**src/rtl/debouncer_multi.sv**
```systemverilog
// rtl/debouncer_multi.sv - multi-channel synchronising debouncer with rise/fall/any-change pulses
module debouncer_multi #(
  parameter int   WIDTH       = 4,
  parameter int   N           = 4,
  parameter int   PRESCALE    = 1,
  parameter int   SYNC_STAGES = 2,
  parameter logic RESET_VAL   = 1'b0
) (
  input  logic             clk,
  input  logic             rst,
  input  logic [WIDTH-1:0] noisy_in,
  output logic [WIDTH-1:0] clean_out,
  output logic [WIDTH-1:0] rise,
  output logic [WIDTH-1:0] fall,
  output logic             any_change
);

  localparam int              CW        = (N > 1) ? $clog2(N) : 1;
  localparam int              PW        = (PRESCALE > 1) ? $clog2(PRESCALE) : 1;
  localparam logic [CW-1:0]   CNT_LAST  = CW'(N - 1);
  localparam logic [PW-1:0]   PRE_LAST  = PW'(PRESCALE - 1);
  localparam logic [WIDTH-1:0] RESET_VEC = {WIDTH{RESET_VAL}};

  logic [WIDTH-1:0] sync_q [SYNC_STAGES];
  logic [WIDTH-1:0] sync_w;
  logic [PW-1:0]    pre_cnt;
  logic             tick;
  logic [CW-1:0]    cnt_q [WIDTH];
  logic [WIDTH-1:0] flip;

  // Per-channel synchroniser chain; the last stage is the filtered view of the pad.
  always_ff @(posedge clk or posedge rst) begin
    if (rst) begin
      for (int s = 0; s < SYNC_STAGES; s++) begin
        sync_q[s] <= RESET_VEC;
      end
    end else begin
      sync_q[0] <= noisy_in;
      for (int s = 1; s < SYNC_STAGES; s++) begin
        sync_q[s] <= sync_q[s-1];
      end
    end
  end

  assign sync_w = sync_q[SYNC_STAGES-1];

  // Free-running prescaler shared by every channel; tick marks its last count.
  always_ff @(posedge clk or posedge rst) begin
    if (rst) begin
      pre_cnt <= '0;
    end else if (tick) begin
      pre_cnt <= '0;
    end else begin
      pre_cnt <= pre_cnt + 1'b1;
    end
  end

  assign tick = (pre_cnt == PRE_LAST);

  // A channel flips when it has mismatched for N ticks, i.e. the counter sits at N-1 on a tick.
  always_comb begin
    flip = '0;
    for (int i = 0; i < WIDTH; i++) begin
      flip[i] = (sync_w[i] != clean_out[i]) && tick && (cnt_q[i] == CNT_LAST);
    end
  end

  // Stability counters: cleared on any agreement or on acceptance, advanced only on ticks.
  always_ff @(posedge clk or posedge rst) begin
    if (rst) begin
      for (int i = 0; i < WIDTH; i++) begin
        cnt_q[i] <= '0;
      end
    end else begin
      for (int i = 0; i < WIDTH; i++) begin
        if ((sync_w[i] == clean_out[i]) || flip[i]) begin
          cnt_q[i] <= '0;
        end else if (tick) begin
          cnt_q[i] <= cnt_q[i] + 1'b1;
        end
      end
    end
  end

  // Clean level and edge pulses are registered together so pulses align with the level change.
  always_ff @(posedge clk or posedge rst) begin
    if (rst) begin
      clean_out  <= RESET_VEC;
      rise       <= '0;
      fall       <= '0;
      any_change <= 1'b0;
    end else begin
      clean_out  <= clean_out ^ flip;
      rise       <= flip & sync_w;
      fall       <= flip & ~sync_w;
      any_change <= |flip;
    end
  end

endmodule

```
**config.mk**
```make
export PLATFORM = sky130hd
export DESIGN_NAME = debouncer_multi
export DESIGN_NICKNAME = d
export VERILOG_FILES = /design/src/rtl/debouncer_multi.sv
export SDC_FILE = /design/constraint.sdc
export NUM_CORES = 1
export LEC_CHECK = 0
export CELL_PAD_IN_SITES_DETAIL_PLACEMENT = 0
export CELL_PAD_IN_SITES_GLOBAL_PLACEMENT = 2
export CORE_MARGIN = 2
export CORE_UTILIZATION = 33
export CTS_CLUSTER_DIAMETER = 40
export CTS_CLUSTER_SIZE = 20
export DETAILED_ROUTE_END_ITERATION = 16
export PLACE_DENSITY_LB_ADDON = 0.1
export SETUP_SLACK_MARGIN = 0.5
export SYNTH_ARGS = -nofsm -noshare
export SYNTH_HDL_FRONTEND = slang
export SYNTH_SLANG_ARGS = --single-unit
export TNS_END_PERCENT = 1
```
**constraint.sdc**
```tcl
create_clock -name clk -period 1.27 [get_ports clk]
set_input_delay 0.3175 -clock clk [delete_from_list [all_inputs] [get_ports clk]]
set_output_delay 0.3175 -clock clk [all_outputs]
set_load 0.02 [all_outputs]
```
Word-level counts from Yosys, hierarchy flattened
Cells that the tools add are included.
W data, S select, Z words.
{"block": "totals", "ff_bits": 30, "output_inout_bits": 13, "word_cells": 59}
{"block": "classes", "n_addsub": 5, "eq_ne": 16, "n_mux": 9, "bitwise": 5, "n_reduce_logical": 13}
{"operator": "$mux W2", "count": 8}
{"operator": "$add A2 B1 Y2 const B", "count": 4}
{"operator": "$and A4 B4 Y4", "count": 2}
{"operator": "$eq A2 B2 Y1 const B", "count": 4}
{"operator": "$logic_and A1 B1 Y1", "count": 8}
{"operator": "$ne A2 B1 Y1 const B", "count": 4}
{"operator": "$eq A1 B1 Y1", "count": 4}
{"operator": "$logic_or A1 B1 Y1", "count": 4}
{"operator": "$ne A1 B1 Y1", "count": 4}
{"operator": "$not A4 Y4", "count": 1}
{"operator": "$reduce_or A4 Y1", "count": 1}
{"operator": "$xor A4 B4 Y4", "count": 1}
{"operator": "$add A1 B1 Y1 const B", "count": 1}
{"operator": "$mux W1", "count": 1}
{"operator": "$not A1 Y1", "count": 1}

Longest topological paths before layout
Gate-level depths: netlist of the first run.
{"block": "logic_depth", "word_depth": 5, "ltp_mapped": 4, "depth_no_buf": 4}

Least setup slack after synthesis of the first run
Ideal clock, no wire load.
{"block": "synth_path", "path_kind": "register -> register", "from": "reg (tool-made name)", "to": "reg any_change", "setup_time_ns": 0.126, "arrival_time_ns": 1.062, "t_required_ns": 1.144, "path_slack_ns": 0.082, "stages_incl_launch_ff": 4, "synth_period_minus_slack_ns": 1.188, "path_cell_list": "dfrtp_1 xnor2_1 o22ai_1 a221o_1"}
{"element": "to (signal assigned)", "line": "96", "rtl": "any_change <= |flip;"}
{"element": "to (decl)", "line": "15", "rtl": "output logic any_change"}

==> results.py, run 1 <==
metrics = {
    "cells_and_area": {
        "drive_gt1_frac": 0.346,
        "n_antenna_cell": 0,
        "ff_latch_area_um2": 731,
        "areaGrowthSynthToFinish_pct": 34.6,
        "nFillCells": 270,
        "multi_input_area_um2": 299,
        "final_nets": 114,
        "final_util": 0.477,
    },
    "timing": {
        "clock.fmax_mhz": 833,
        "finalSetupViolCount": 0,
        "final-max-slew-violation-count": 0,
        "post-route-period-util": 0.946,
        "setup_tns_ns": 0,
        "slew-limit-headroom": 0.849,
        "grt_setup_unrepaired": "true",
        "skew_ns": 0.00679,
        "max_slew.worst_pin.slew_ns": 0.226,
        "whs_ns": 0.330,
        "period_needed_ns": 1.20,
        "hold_violations": 0,
    },
    "clock_network": {
        "cts-root-buf": "clkbuf_4",
        "tritoncts": "yes",
        "path_clk_slew_ns": 0.09,
        "clock-sinks": 29,
        "ctsHoldBuffers": 0,
        "htreeDepth": 2,
        "numCtsBuffers": 5,
        "clkLatencyLatePin_ns": 0.31,
        "cts_max_path_buffers": 2,
    },
    "routing": {
        "first_pass_iters": 10,
        "dr_total_vias": 600,
        "ant_nets": 0,
        "remaining_drc_errors": 3,
        "drt_iter0_drc": 10,
        "vias_per_cell": 4.44,
        "wl_per_cell_um": 11.1,
        "postRouteWirelength_um": 1500,
    },
    "placement": {
        "place.gp.congestion": 0.705,
        "place.port_buffers": 18,
        "dpl.hpwl_um": 1070,
    },
    "setup_path": {
        "reg2reg_slack_ns": 0.07,
        "crit_chain": "buf_4 > xnor2_4 > o22ai_2 > a221o_1",
        "path_max_fanout": 3,
        "crit_family": "flip-flops",
        "start_kind": "register",
        "r2r_cells": 4,
        "cp.arrival_ns": 1.40,
        "cp_data_required_time_ns": 1.47,
        "worst-setup-path-type": "reg2reg",
        "crit_buf_inv": 1,
        "crit_slowest_cell": "dfrtp_2",
        "crit_end": "any_change",
        "endpoint_kind": "register",
        "cp.depth": 4,
        "r2r-end": "any_change",
        "critPathMaxStageDelay_ns": 0.40,
    },
    "die": {
        "die_area_um2": 3470,
        "die_h_um": 58.9,
        "core_area_um2": 2810,
        "ios": 19,
        "die_w_um": 58.9,
        "initial_utilization": 0.354,
        "rows": 19,
    },
    "global_route": {
        "grt_overflow_total": 0,
        "antenna_found_initial": 0,
        "grt_max_degree": 30,
        "grt_pass1_wl_um": 2670,
        "grt_usage": 0.110,
        "grt_pass1_vias": 619,
    },
    "pwr": {
        "peakVddDrop_v": 0.000756,
        "p_leak_uw": 0.000666,
        "p_per_area_nw_per_um2": 2010,
    },
    "job": {
        "maxCapViolations": 0,
    },
    "run_status": {
        "outcome": "complete, but fails checks",
        "violations": "design-rule violations",
    },
    "logic_synthesis": {
        "yosysSeqAreaShare": 0.730,
        "synthDistinctLibCells": 12,
        "synth_nets": 82,
        "synth-seq-cells": 29,
        "yosysWarnings": 0,
        "synthesis.instances": 72,
        "synth.avg_cell_area_um2": 13.8,
        "synth_area_um2": 993,
    },
    "min_path": {
        "hold_class": "in2async",
    },
}
## worst min path at each step
stage	startpoint	endpoint
6_report	rst	sync_w[2]
5_1_grt	rst	asynchronous set/reset pin
4_1_cts	rst	sync_w[2]
3_5_place_dp	sync_q[4]	sync_w[0]
3_3_place_gp	sync_q[4]	sync_w[0]
2_1_floorplan	sync_q[4]	sync_w[0]
## cell usage after synthesis
cell | number | area (µm²)
a221o_1 | 1 | 10.0
dfrtp_1 | 29 | 726
ha_1 | 4 | 50.1
inv_1 | 9 | 33.8
nand2_1 | 4 | 15.0
nor2_1 | 4 | 15.0
nor3_1 | 6 | 30.0
nor3b_1 | 6 | 45.0
o21ai_0 | 4 | 20.0
o22ai_1 | 1 | 6.26
xnor2_1 | 3 | 26.3
xnor2_2 | 1 | 16.3
## stage by stage
step | total power, µW | setup slack (ns) | cells | area, µm²
5_1_grt | 2890 | 0.0246 | 135 | 1340
4_1_cts | 2710 | 0.0627 | 134 | 1330
6_report | 2690 | 0.0689 | 135 | 1340
2_1_floorplan | 1760 | 0.175 | 72 | 1020
3_3_place_gp | 2120 | 0.0195 | 127 | 1300
3_5_place_dp | 2150 | 0.0210 | 127 | 1300
## power by group
group | total (µW) | leakage, µW | switching (µW) | internal [µW]
registers | 1220 | 0.000367 | 88.9 | 1130
logic | 918 | 0.000268 | 466 | 453
clock network | 550 | 0.0000314 | 289 | 261
total | 2690 | 0.000666 | 844 | 1840
## per-layer routing
| metal | global-route usage | wire length (µm) | up-vias |
|---|---|---|---|
| met5 | 0 | 0 | - |
| met4 | 0.0779 | 39 | 0 |
| met3 | 0.0462 | 100 | 5 |
| met2 | 0.157 | 648 | 19 |
| met1 | 0.133 | 713 | 279 |
| li1 | - | - | 297 |
## worst reg2reg max path, cell delays in order (launching register included)
cell     delay, ns
dfrtp_2       0.40
buf_4         0.16
xnor2_4       0.17
o22ai_2       0.10
a221o_1       0.27
## final cells by class
class | instances | share of cell area
well taps | 31 | 0.0290
clock buffers | 7 | 0.0412
multi-input cells | 34 | 0.224
repair buffers | 25 | 0.135
inverters | 9 | 0.0253
flip-flops and latches | 29 | 0.546
## timing repair
| item | in CTS | in global routing |
|---|---|---|
| setup endpoints to repair | 34 | 34 |
| gates resized for setup | 56 | 0 |
| pin swaps | 0 | 1 |
| setup buffers | 0 | 1 |
## layout by cell type, fill, tap and decap left out, drive strengths merged
cell type,instances
buf,20
a221o,1
o22ai,1
nor3b,6
dfrtp,29
nor3,6
inv,9
clkbuf,7
o21ai,4
ha,4
nand2,4
nor2,4
xnor2,4
clkdlybuf4s50,5
## logic make-up after synthesis
logic type,count (synthesis),synth area share
AOI/OAI and AO/OA,6,0.0365
DFF,29,0.730
adders and majority gates,4,0.0504
xor gates and xnor gates,4,0.0428
buffers and inverters,9,0.0340
and+or+nand+nor,20,0.106
Power figures use the tool's default switching activity.
==> inputs of run 2 (changes only) <==
--- a/config.mk
+++ b/config.mk
@@ -5,13 +5,15 @@
 export SDC_FILE = /design/constraint.sdc
 export NUM_CORES = 1
 export LEC_CHECK = 0
+export ABC_AREA = 1
 export CELL_PAD_IN_SITES_DETAIL_PLACEMENT = 0
 export CELL_PAD_IN_SITES_GLOBAL_PLACEMENT = 2
 export CORE_MARGIN = 2
-export CORE_UTILIZATION = 33
+export CORE_UTILIZATION = 31
 export CTS_CLUSTER_DIAMETER = 40
 export CTS_CLUSTER_SIZE = 20
 export DETAILED_ROUTE_END_ITERATION = 16
+export GPL_TIMING_DRIVEN = 0
 export PLACE_DENSITY_LB_ADDON = 0.1
 export SETUP_SLACK_MARGIN = 0.5
 export SYNTH_ARGS = -nofsm -noshare
==> run 2 against run 1 <==
Against the previous run:
- the flow now finishes without violations
- sequential share of layout area increased by 0.23 points
- first-iteration DRC count increased to 2.5 times the previous value
- fmax increased by 1.8%
- combinational power decreased by 15%
- sequential cell count unchanged
- area after synthesis increased by 4.0%
- clock skew decreased by 0.0019 ns
- via count increased by 17%
- register-to-register slack improved by 0.20 ns
- clock power increased by 2%
- non-clock buffer count decreased by 3
==> results.py, run 2 <==
metrics = {
    "logic_synthesis": {
        "synth_nets": 109,
        "yosysTopAreaCellShare": 0.702,
        "synth_commonest_cells": "dfrtp_1 (29), nand2_1 (25), inv_1 (18), nor2_1 (16)",
        "synth_flop_cell": "dfrtp_1",
        "synthesis.instances": 99,
        "yosysMostFrequentCell": "dfrtp_1",
        "yosysWarnings": 0,
        "yosys.area.top_type": "dfrtp_1",
        "synth.avg_cell_area_um2": 10.4,
        "synth-seq-cells": 29,
        "synthTopCellsByArea": "dfrtp_1 (70%), nand2_1 (9.1%), inv_1 (6.5%)",
        "async_flop_share": 1.00,
        "synth_edf_count": 0,
        "synth_area_um2": 1030,
        "synthDistinctLibCells": 8,
        "yosysSeqAreaShare": 0.702,
    },
    "clock_network": {
        "numCtsBuffers": 5,
        "path_clk_slew_ns": 0.09,
        "clkLatencyLatePin_ns": 0.32,
        "cts-root-buf": "clkbuf_4",
        "htreeDepth": 2,
        "cts_max_path_buffers": 2,
        "clock-sinks": 29,
        "tritoncts": "yes",
    },
    "timing": {
        "skew_ns": 0.00487,
        "grt_setup_unrepaired": "true",
        "slew-limit-headroom": 0.584,
        "final-max-slew-violation-count": 0,
        "post-route-period-util": 0.929,
        "hold_violations": 0,
        "max_slew.worst_pin.slew_ns": 0.623,
        "whs_ns": 0.355,
        "clock.fmax_mhz": 848,
        "finalSetupViolCount": 0,
        "period_needed_ns": 1.18,
    },
    "min_path": {
        "holdPathEnd": "sync_w[1]",
        "hold_class": "reg2reg",
        "min_from": "sync_q[5]",
        "min_path_cells": 0,
    },
    "cells_and_area": {
        "final_cell_mix": "dfrtp_1 (28), nand2_1 (25), inv_1 (17)",
        "nFillCells": 332,
        "final_nets": 138,
        "areaGrowthSynthToFinish_pct": 28.2,
        "ff_latch_area_um2": 727,
        "drive_gt1_frac": 0.219,
        "final_common_cell": "dfrtp_1",
        "n_antenna_cell": 0,
        "fin_cells": 172,
        "multi_input_area_um2": 236,
    },
    "pwr": {
        "peakVddDrop_v": 0.000794,
        "combPwrFrac": 0.306,
        "p_sw_uw": 825,
        "seq_power_share": 0.473,
        "swShare": 0.324,
        "p_per_area_nw_per_um2": 1920,
        "p_int_uw": 1720,
        "power.share.clock": 0.220,
        "power_uw": 2550,
        "p_leak_uw": 0.000718,
    },
    "routing": {
        "drt_iter0_drc": 25,
        "first_pass_iters": 3,
        "ant_nets": 0,
        "dr_total_vias": 702,
        "remaining_drc_errors": 0,
        "vias_per_cell": 4.08,
        "postRouteWirelength_um": 1600,
        "wl_per_cell_um": 9.31,
    },
    "die": {
        "ios": 19,
        "die_w_um": 61.7,
        "core_area_um2": 3100,
        "die_h_um": 61.7,
        "initial_utilization": 0.333,
        "rows": 20,
        "die_area_um2": 3810,
    },
    "placement": {
        "dp_cells": 161,
        "place.gp.congestion": 0.693,
        "place.port_buffers": 18,
        "dpl.hpwl_um": 1070,
    },
    "setup_path": {
        "crit_slowest_cell": "dfrtp_1",
        "reg2reg_slack_ns": 0.27,
        "cp.arrival_ns": 0.86,
        "r2r-end": "any_change",
        "r2r_cells": 7,
        "start_kind": "register",
        "critPathMaxStageDelay_ns": 0.39,
        "endpoint_kind": "primary output",
        "crit_family": "flip-flops",
        "cp_data_required_time_ns": 0.95,
        "path_max_fanout": 1,
        "worst-setup-path-type": "reg2out",
        "crit_chain": "buf_2",
        "crit_buf_inv": 1,
    },
    "global_route": {
        "grt_pass1_wl_um": 2910,
        "antenna_found_initial": 0,
        "grt_pass1_vias": 700,
        "grt_max_degree": 30,
        "grt_usage": 0.114,
        "grt_overflow_total": 0,
    },
    "run_status": {
        "outcome": "finished, final reports clean",
    },
    "job": {
        "maxCapViolations": 0,
    },
}
## run 2: cell count changes in the layout (fill, tap and decap cells not counted), sizes merged, moves of 4 or more
cell / change
nor3b: -6
xnor2: -4
nor2: +12
inv: +9
nand2: +23
nor3: -6
## run 2: cell families (layout without fill, tap and decap cells)
group                      count (synthesis)  count (layout)  synth area share
buffers and inverters                     19              48            0.0690
DFF                                       29              29             0.702
and+or+nand+nor                           43              43             0.161
adders and majority gates                  4               4            0.0484
AOI/OAI and AO/OA                          4               4            0.0194
## run 2: routing by layer
layer | wire length (µm) | global-route usage
met1 | 751 | 0.134
met2 | 693 | 0.162
met3 | 109 | 0.0683
met4 | 48 | 0.0638
met5 | 0 | 0
## run 2: through the flow
step           setup slack (ns)   util  setup TNS, ns  instance area, µm²
2_1_floorplan             0.343      -              0                1040
3_3_place_gp            -0.0352  0.410        -0.0537                1270
3_5_place_dp            -0.0321  0.410        -0.0540                1270
4_1_cts                  0.0709  0.427              0                1330
5_1_grt                  0.0319  0.427              0                1330
6_report                 0.0903  0.427              0                1330
## run 2: worst max path at each step
stage                   from            to  slack [ns]  cells after the start
finish               fall[0]       fall[0]        0.09                      1
global route        register  clean_out[0]        0.03                      1
CTS                 register  clean_out[0]        0.07                      1
detailed placement  register  clean_out[1]       -0.03                      1
global placement    register  clean_out[1]       -0.04                      1
floorplan           register    any_change        0.34                      7
## run 2: timing repair
item | in CTS | in global routing
hold buffers | 0 | 0
endpoints found under the setup margin | 63 | 63
gates resized for setup | 62 | 0
pin swaps | 0 | 0
buffers inserted | 4 | 0
## run 2: cell type report
type	count	share of cell area
tap	44	0.0415
timing repair buffer	22	0.133
inverter	19	0.0567
clock buffer	7	0.0415
multi-input combinational	51	0.178
sequential	29	0.549
## run 2: power groups by stage
stage	clock network [µW]	registers (µW)	logic [µW]
floorplan	0	1330	334
global placement	0	1230	693
global route	636	1240	906
finish	561	1210	781
detailed placement	0	1240	706
CTS	589	1210	796
## run 2: worst register-to-register path, delay by kind of cell, from the launching register on
| kind | cells | cell delay [ns] |
|---|---|---|
| simple gates | 5 | 0.29 |
| flops | 1 | 0.42 |
| buf+inv | 2 | 0.19 |
